$ cat config.mk
export PLATFORM = sky130hd
export DESIGN_NAME = uart_loader
export DESIGN_NICKNAME = d
export VERILOG_FILES = /design/src/rtl/uart_loader.sv
export SDC_FILE = /design/constraint.sdc
export NUM_CORES = 1
export LEC_CHECK = 0
export ABC_AREA = 1
export BUFFER_PORTS_ARGS = -buffer_cell sky130_fd_sc_hd__buf_2
export CAP_MARGIN = 5
export CELL_PAD_IN_SITES_DETAIL_PLACEMENT = 0
export CELL_PAD_IN_SITES_GLOBAL_PLACEMENT = 1
export CORE_ASPECT_RATIO = 1.2
export CORE_MARGIN = 3
export CORE_UTILIZATION = 37
export DETAILED_ROUTE_END_ITERATION = 8
export PLACE_DENSITY = 0.76
export SKIP_LAST_GASP = 1
export SYNTH_ARGS = -nofsm -noshare
export SYNTH_HDL_FRONTEND = slang
export SYNTH_SLANG_ARGS = --single-unit
$ cat constraint.sdc
create_clock -name clk -period 1.85 [get_ports clk]
set_clock_uncertainty 0.1 [all_clocks]
set_input_delay 0.555 -clock clk [delete_from_list [all_inputs] [get_ports clk]]
set_output_delay 0.555 -clock clk [all_outputs]
set_load 0.005 [all_outputs]
$ cat src/rtl/uart_loader.sv
`default_nettype none
// ============================================================================
// Module : uart_loader
// Brief  : UART (8N1) boot loader that streams a length-prefixed image into
//          word-addressed program/data memory through a one-cycle strobe.
// Rev    : 1.0
// ============================================================================
module uart_loader #(
    parameter int CLK_PER_BIT = 868,
    parameter int ADDR_W      = 15,
    parameter int DATA_W      = 32
) (
    input  logic              clk,
    input  logic              rst,
    input  logic              start_pg,
    input  logic              rx,
    output logic              upg_wen_o,
    output logic [ADDR_W-1:0] upg_adr_o,
    output logic [DATA_W-1:0] upg_dat_o,
    output logic              upg_busy_o,
    output logic              upg_done_o,
    output logic              upg_err_o
);

    localparam int NB   = DATA_W / 8;
    localparam int BI_W = (NB > 1) ? $clog2(NB) : 1;
    localparam int CW   = $clog2(CLK_PER_BIT);
    localparam logic [CW-1:0]   C_BIT_END  = CW'(CLK_PER_BIT - 1);
    localparam logic [CW-1:0]   C_HALF_END = CW'(CLK_PER_BIT / 2 - 1);
    localparam logic [BI_W-1:0] C_LAST_BYTE = BI_W'(NB - 1);

    typedef enum logic [1:0] {RX_IDLE, RX_START, RX_DATA, RX_STOP} rx_state_e;
    typedef enum logic [2:0] {S_IDLE, S_LEN, S_DATA, S_WRITE, S_DONE, S_ERR} state_e;

    logic              rx_s1_q, rx_s2_q, rx_s3_q;
    logic              sp_q;
    rx_state_e         rxs_q, rxs_d;
    logic [CW-1:0]     rcnt_q, rcnt_d;
    logic [2:0]        rbit_q, rbit_d;
    logic [7:0]        rsh_q, rsh_d;
    logic              w_byte_vld, w_frame_err, w_sp_edge;

    state_e            state_q, state_d;
    logic [15:0]       len_q, len_d;
    logic [15:0]       wcnt_q, wcnt_d;
    logic [BI_W-1:0]   bidx_q, bidx_d;
    logic [DATA_W-1:0] word_q, word_d;
    logic [ADDR_W-1:0] nadr_q, nadr_d;
    logic [ADDR_W-1:0] adr_q, adr_d;
    logic [DATA_W-1:0] dat_q, dat_d;

    assign w_sp_edge = start_pg && !sp_q;

    // Receiver: rx_s3_q is the previous synchronised sample for edge detection.
    always_comb begin
        rxs_d       = rxs_q;
        rcnt_d      = rcnt_q + CW'(1);
        rbit_d      = rbit_q;
        rsh_d       = rsh_q;
        w_byte_vld  = 1'b0;
        w_frame_err = 1'b0;
        case (rxs_q)
            RX_IDLE: begin
                rcnt_d = '0;
                if (rx_s3_q && !rx_s2_q) rxs_d = RX_START;
            end
            RX_START: begin
                if (rcnt_q == C_HALF_END) begin
                    rcnt_d = '0;
                    rbit_d = '0;
                    rxs_d  = rx_s2_q ? RX_IDLE : RX_DATA;
                end
            end
            RX_DATA: begin
                if (rcnt_q == C_BIT_END) begin
                    rcnt_d = '0;
                    rsh_d  = {rx_s2_q, rsh_q[7:1]};
                    rbit_d = rbit_q + 3'd1;
                    if (rbit_q == 3'd7) rxs_d = RX_STOP;
                end
            end
            RX_STOP: begin
                if (rcnt_q == C_BIT_END) begin
                    rcnt_d = '0;
                    rxs_d  = RX_IDLE;
                    if (rx_s2_q) w_byte_vld  = 1'b1;
                    else         w_frame_err = 1'b1;
                end
            end
            default: rxs_d = RX_IDLE;
        endcase
    end

    always_comb begin
        state_d = state_q;
        len_d   = len_q;
        wcnt_d  = wcnt_q;
        bidx_d  = bidx_q;
        word_d  = word_q;
        nadr_d  = nadr_q;
        adr_d   = adr_q;
        dat_d   = dat_q;
        case (state_q)
            S_IDLE, S_DONE, S_ERR: begin
                if (w_sp_edge) begin
                    state_d = S_LEN;
                    nadr_d  = '0;
                    bidx_d  = '0;
                    wcnt_d  = '0;
                end
            end
            S_LEN: begin
                if (w_frame_err) begin
                    state_d = S_ERR;
                end else if (w_byte_vld) begin
                    if (bidx_q == '0) begin
                        len_d[7:0] = rsh_q;
                        bidx_d     = BI_W'(1);
                    end else begin
                        len_d[15:8] = rsh_q;
                        bidx_d      = '0;
                        state_d     = ({rsh_q, len_q[7:0]} == 16'd0) ? S_DONE : S_DATA;
                    end
                end
            end
            S_DATA: begin
                if (w_frame_err) begin
                    state_d = S_ERR;
                end else if (w_byte_vld) begin
                    for (int i = 0; i < NB; i++) begin
                        if (bidx_q == BI_W'(i)) word_d[i*8 +: 8] = rsh_q;
                    end
                    if (bidx_q == C_LAST_BYTE) begin
                        bidx_d  = '0;
                        dat_d   = word_d;
                        adr_d   = nadr_q;
                        state_d = S_WRITE;
                    end else begin
                        bidx_d = bidx_q + BI_W'(1);
                    end
                end
            end
            S_WRITE: begin
                nadr_d  = nadr_q + ADDR_W'(1);
                wcnt_d  = wcnt_q + 16'd1;
                state_d = (wcnt_d == len_q) ? S_DONE : S_DATA;
            end
            default: state_d = S_IDLE;
        endcase
    end

    always_ff @(posedge clk or negedge rst) begin
        if (!rst) begin
            rx_s1_q <= 1'b1;
            rx_s2_q <= 1'b1;
            rx_s3_q <= 1'b1;
            sp_q    <= 1'b0;
            rxs_q   <= RX_IDLE;
            rcnt_q  <= '0;
            rbit_q  <= '0;
            rsh_q   <= '0;
            state_q <= S_IDLE;
            len_q   <= '0;
            wcnt_q  <= '0;
            bidx_q  <= '0;
            word_q  <= '0;
            nadr_q  <= '0;
            adr_q   <= '0;
            dat_q   <= '0;
        end else begin
            rx_s1_q <= rx;
            rx_s2_q <= rx_s1_q;
            rx_s3_q <= rx_s2_q;
            sp_q    <= start_pg;
            rxs_q   <= rxs_d;
            rcnt_q  <= rcnt_d;
            rbit_q  <= rbit_d;
            rsh_q   <= rsh_d;
            state_q <= state_d;
            len_q   <= len_d;
            wcnt_q  <= wcnt_d;
            bidx_q  <= bidx_d;
            word_q  <= word_d;
            nadr_q  <= nadr_d;
            adr_q   <= adr_d;
            dat_q   <= dat_d;
        end
    end

    assign upg_wen_o  = (state_q == S_WRITE);
    assign upg_adr_o  = adr_q;
    assign upg_dat_o  = dat_q;
    assign upg_busy_o = (state_q == S_LEN) || (state_q == S_DATA) || (state_q == S_WRITE);
    assign upg_done_o = (state_q == S_DONE);
    assign upg_err_o  = (state_q == S_ERR);

endmodule
`default_nettype wire

==> qor.csv <==
metric,value,unit
outcome,"complete, but fails checks",
failing checks,setup timing,
ratio of cells with drive above 1 in the final layout,38.6,%
Die ar.,20900,um2
TritonCTS clock tree,built,
WL/cell,15.4,um
DR WL met3,640,um
Crit Reg-Reg Startpoint,rcnt_q[3],
Crit path buffers/inverters,2,
max-cap violations,0,
Synth Warn #,0,
total chip power,8.49,mW
clk_lat worst skew,0.43,ns
vias in the first global route,6022,
Pwr Density,826,nW/um2
Met2 Wirelength,10.3,mm
max layer used,met4,
IO Count,55,
Post-Syn Area per Cell,8.16,um2
RSZ-0062 raised after global routing,yes,
first-pass GRT wire length,29.7,mm
dpl cells,1223,
Slew Limit Fails,0,
WHS Path Cells,1,
non-filler cells in the finished layout,1298,
Peak VDD IR,609,uV
syn nets,884,
static leakage,4.83,nW
Worst path slowest cell,dfrtp_1,
register area share after synthesis,52.9,%
Setup WS pre-CTS,-0.160,ns
diode count,0,
Crit path max-delay family,simple AND/OR/NAND/NOR gates,
GRT overflow,0,
FF-to-FF path depth,9,
clock slew at reported path FFs,0.06,ns
I/O Buffers,54,
clk sinks,150,
"setup slack, reg-to-reg",-0.18,ns
Slew HR,58.0,%
M1 WL,8.63,mm
"Top FF cell, synth",dfrtp_1,
Worst Max-Slew Pin Slew,0.623,ns
Final ANT Viol Nets,0,
final cell area excluding filler cells,10300,um2
Final GP Congestion,0.803,
"Worst Path Class, Setup",flop to flop,
Max Root-Sink Buffers,2,
Syn-to-layout area delta,44.7,%
die height,158,um
RR Endpoint,upg_dat_o[21],
DRC,0,
Fmax achieved,493,MHz
die outline width,132,um
DR vias/cell,4.93,
initial antenna violation count,0,
fraction of registers with async set/reset,100,%
row count,54,
first drt pass iteration count,4,
1st-iter DRT viols,333,
area of the core,18500,um2
DR vias,6405,
final setup fails,77,
most frequent CP cell,nor2_2,
Hold Path Class,input pin to flop,
initial core utilization,38.4,%
WP data required,2.06,ns
Worst Path Max Fanout,7,
CTS Buf Count,17,
largest net degree at the start of global routing,49,
endpoints failing hold,0,
DRT Wirelength,20.0,mm
final net count,1047,
htree depth,4,
Tmin final,2.03,ns
"commonest non-fill, non-tap cell in the layout",nand2_1,
"Arr. time, crit path",2.24,ns
Seq cells post-synth,150,
dpl hpwl,12.2,mm
"Cell Chain, Critical Path",nor2_2 -> inv_2 -> nor2_2 -> nand4_1 -> nor3_2 -> nand3_4 -> clkbuf_16 -> nand2_2 -> o21ai_1,
Overall Global Routing Usage,17.6,%
fin crit share,110,%
Max stage delay on crit path,0.39,ns
Placement Cell Area,8250,um2
final worst slack,-0.180,ns
most frequent cells in the layout,"nand2_1 (166), dfrtp_1 (139), inv_1 (86), buf_4 (70), o21ai_0 (54)",
Hold EP,rx_s1_q,
min-delay src,rx,
synth unique cells,37,
Post-synth EDFFs,0,
Critical Path Start Type,flop,
Post-Syn Instances,870,
Setup crit end kind,flop,
clk root buf,clkbuf_16,
Mapped Area,7100,um2
-- per-stage QoR --
step | hold WS [ns] | util, % | TNS, ns
2_1_floorplan | 0.159 | - | 0
3_3_place_gp | 0.246 | 44.5 | -0.192
3_5_place_dp | 0.247 | 44.5 | -0.384
4_1_cts | 0.101 | 48.7 | -0.441
5_1_grt | 0.110 | 55.5 | -14.44
6_report | 0.119 | 55.5 | -7.50
-- cell usage after synthesis, types with 2 or more instances --
library cell,n,area [um2]
nor2_1,52,195
clkbuf_1,11,41.3
xnor3_1,2,45.0
a21oi_1,23,115
nand3_2,2,20.0
nor3_2,2,20.0
inv_2,9,33.8
nor3_1,10,50.1
o21ai_0,84,420
nand4_1,10,62.6
nor2_2,5,31.3
inv_1,95,357
dfrtp_1,147,3680
nor4_1,7,43.8
nand3b_1,5,37.5
o22ai_1,14,87.6
buf_2,13,65.1
nand2_1,249,935
clkinv_2,2,10.0
ha_1,10,125
dfstp_2,3,78.8
o21ai_1,56,280
nand3_1,37,185
o211ai_1,3,22.5
nand2_2,5,31.3
xor2_1,3,26.3
-- flip-flops by register name (all words and copies together), names as in the netlist, named ones only --
signal and count:
bidx_q 2, word_q 24, wcnt_q 16, rx_s1_q 1, sp_q 1, rbit_q 3, upg_adr_o 15, rcnt_q 10
state_q 3, rxs_q 1, rx_s2_q 1, len_q 16, nadr_q 15, rx_s3_q 1, upg_dat_o 32, rsh_q 8
-- power breakdown --
group / switching [mW] / internal, mW / total [mW]
combinational: 1.06 / 0.616 / 1.67
clock: 1.45 / 1.90 / 3.35
sequential: 0.0906 / 3.38 / 3.47
total: 2.60 / 5.90 / 8.49
-- cells by family after synthesis --
logic type	synth area share (%)
AO/OA/AOI/OAI	13.7
XOR/XNOR	1.13
adder cells (fa/ha/maj)	1.76
buffers and inverters	7.29
flip-flops	52.9
AND/OR/NAND/NOR	23.2
-- repair_timing --
item	in CTS	in global routing
hold buffers	1	0
buffers inserted	10	12
resized for setup	33	257
gates cloned	0	20
endpoints found under the setup margin	38	130
endpoints found under the hold margin	26	0
pin swaps	14	42
-- per-layer routing --
| layer | vias up | global-route usage, % |
|---|---|---|
| met3 | 36 | 3.56 |
| li1 | 3184 | - |
| met2 | 108 | 29.7 |
| met5 | - | 0 |
| met4 | 0 | 5.54 |
| met1 | 3077 | 22.9 |
-- how the worst max path moves through the flow --
stage	startpoint	slack (ns)	cells after the start	endpoint
2_1_floorplan	wcnt_q[0]	0.01	16	state_q[1]
4_1_cts	state_q[2]	-0.12	5	upg_wen_o
3_5_place_dp	wcnt_q[0]	-0.16	16	state_q[1]
5_1_grt	wcnt_q[1]	-0.27	18	state_q[1]
6_report	rcnt_q[3]	-0.18	9	upg_dat_o[21]
3_3_place_gp	wcnt_q[8]	-0.13	15	state_q[1]
-- final cells by class --
| class | instances | area, um2 |
|---|---|---|
| Clock buffer | 19 | 443 |
| Clock inverter | 13 | 121 |
| Tap cell | 252 | 315 |
| Inverter | 106 | 420 |
| Timing Repair Buffer | 168 | 1580 |
| Multi-Input combinational cell | 590 | 3630 |
| Sequential cell | 150 | 3770 |
| Fill cell | 1683 | 8240 |
No activity file was read; power rests on OpenSTA's default activity.
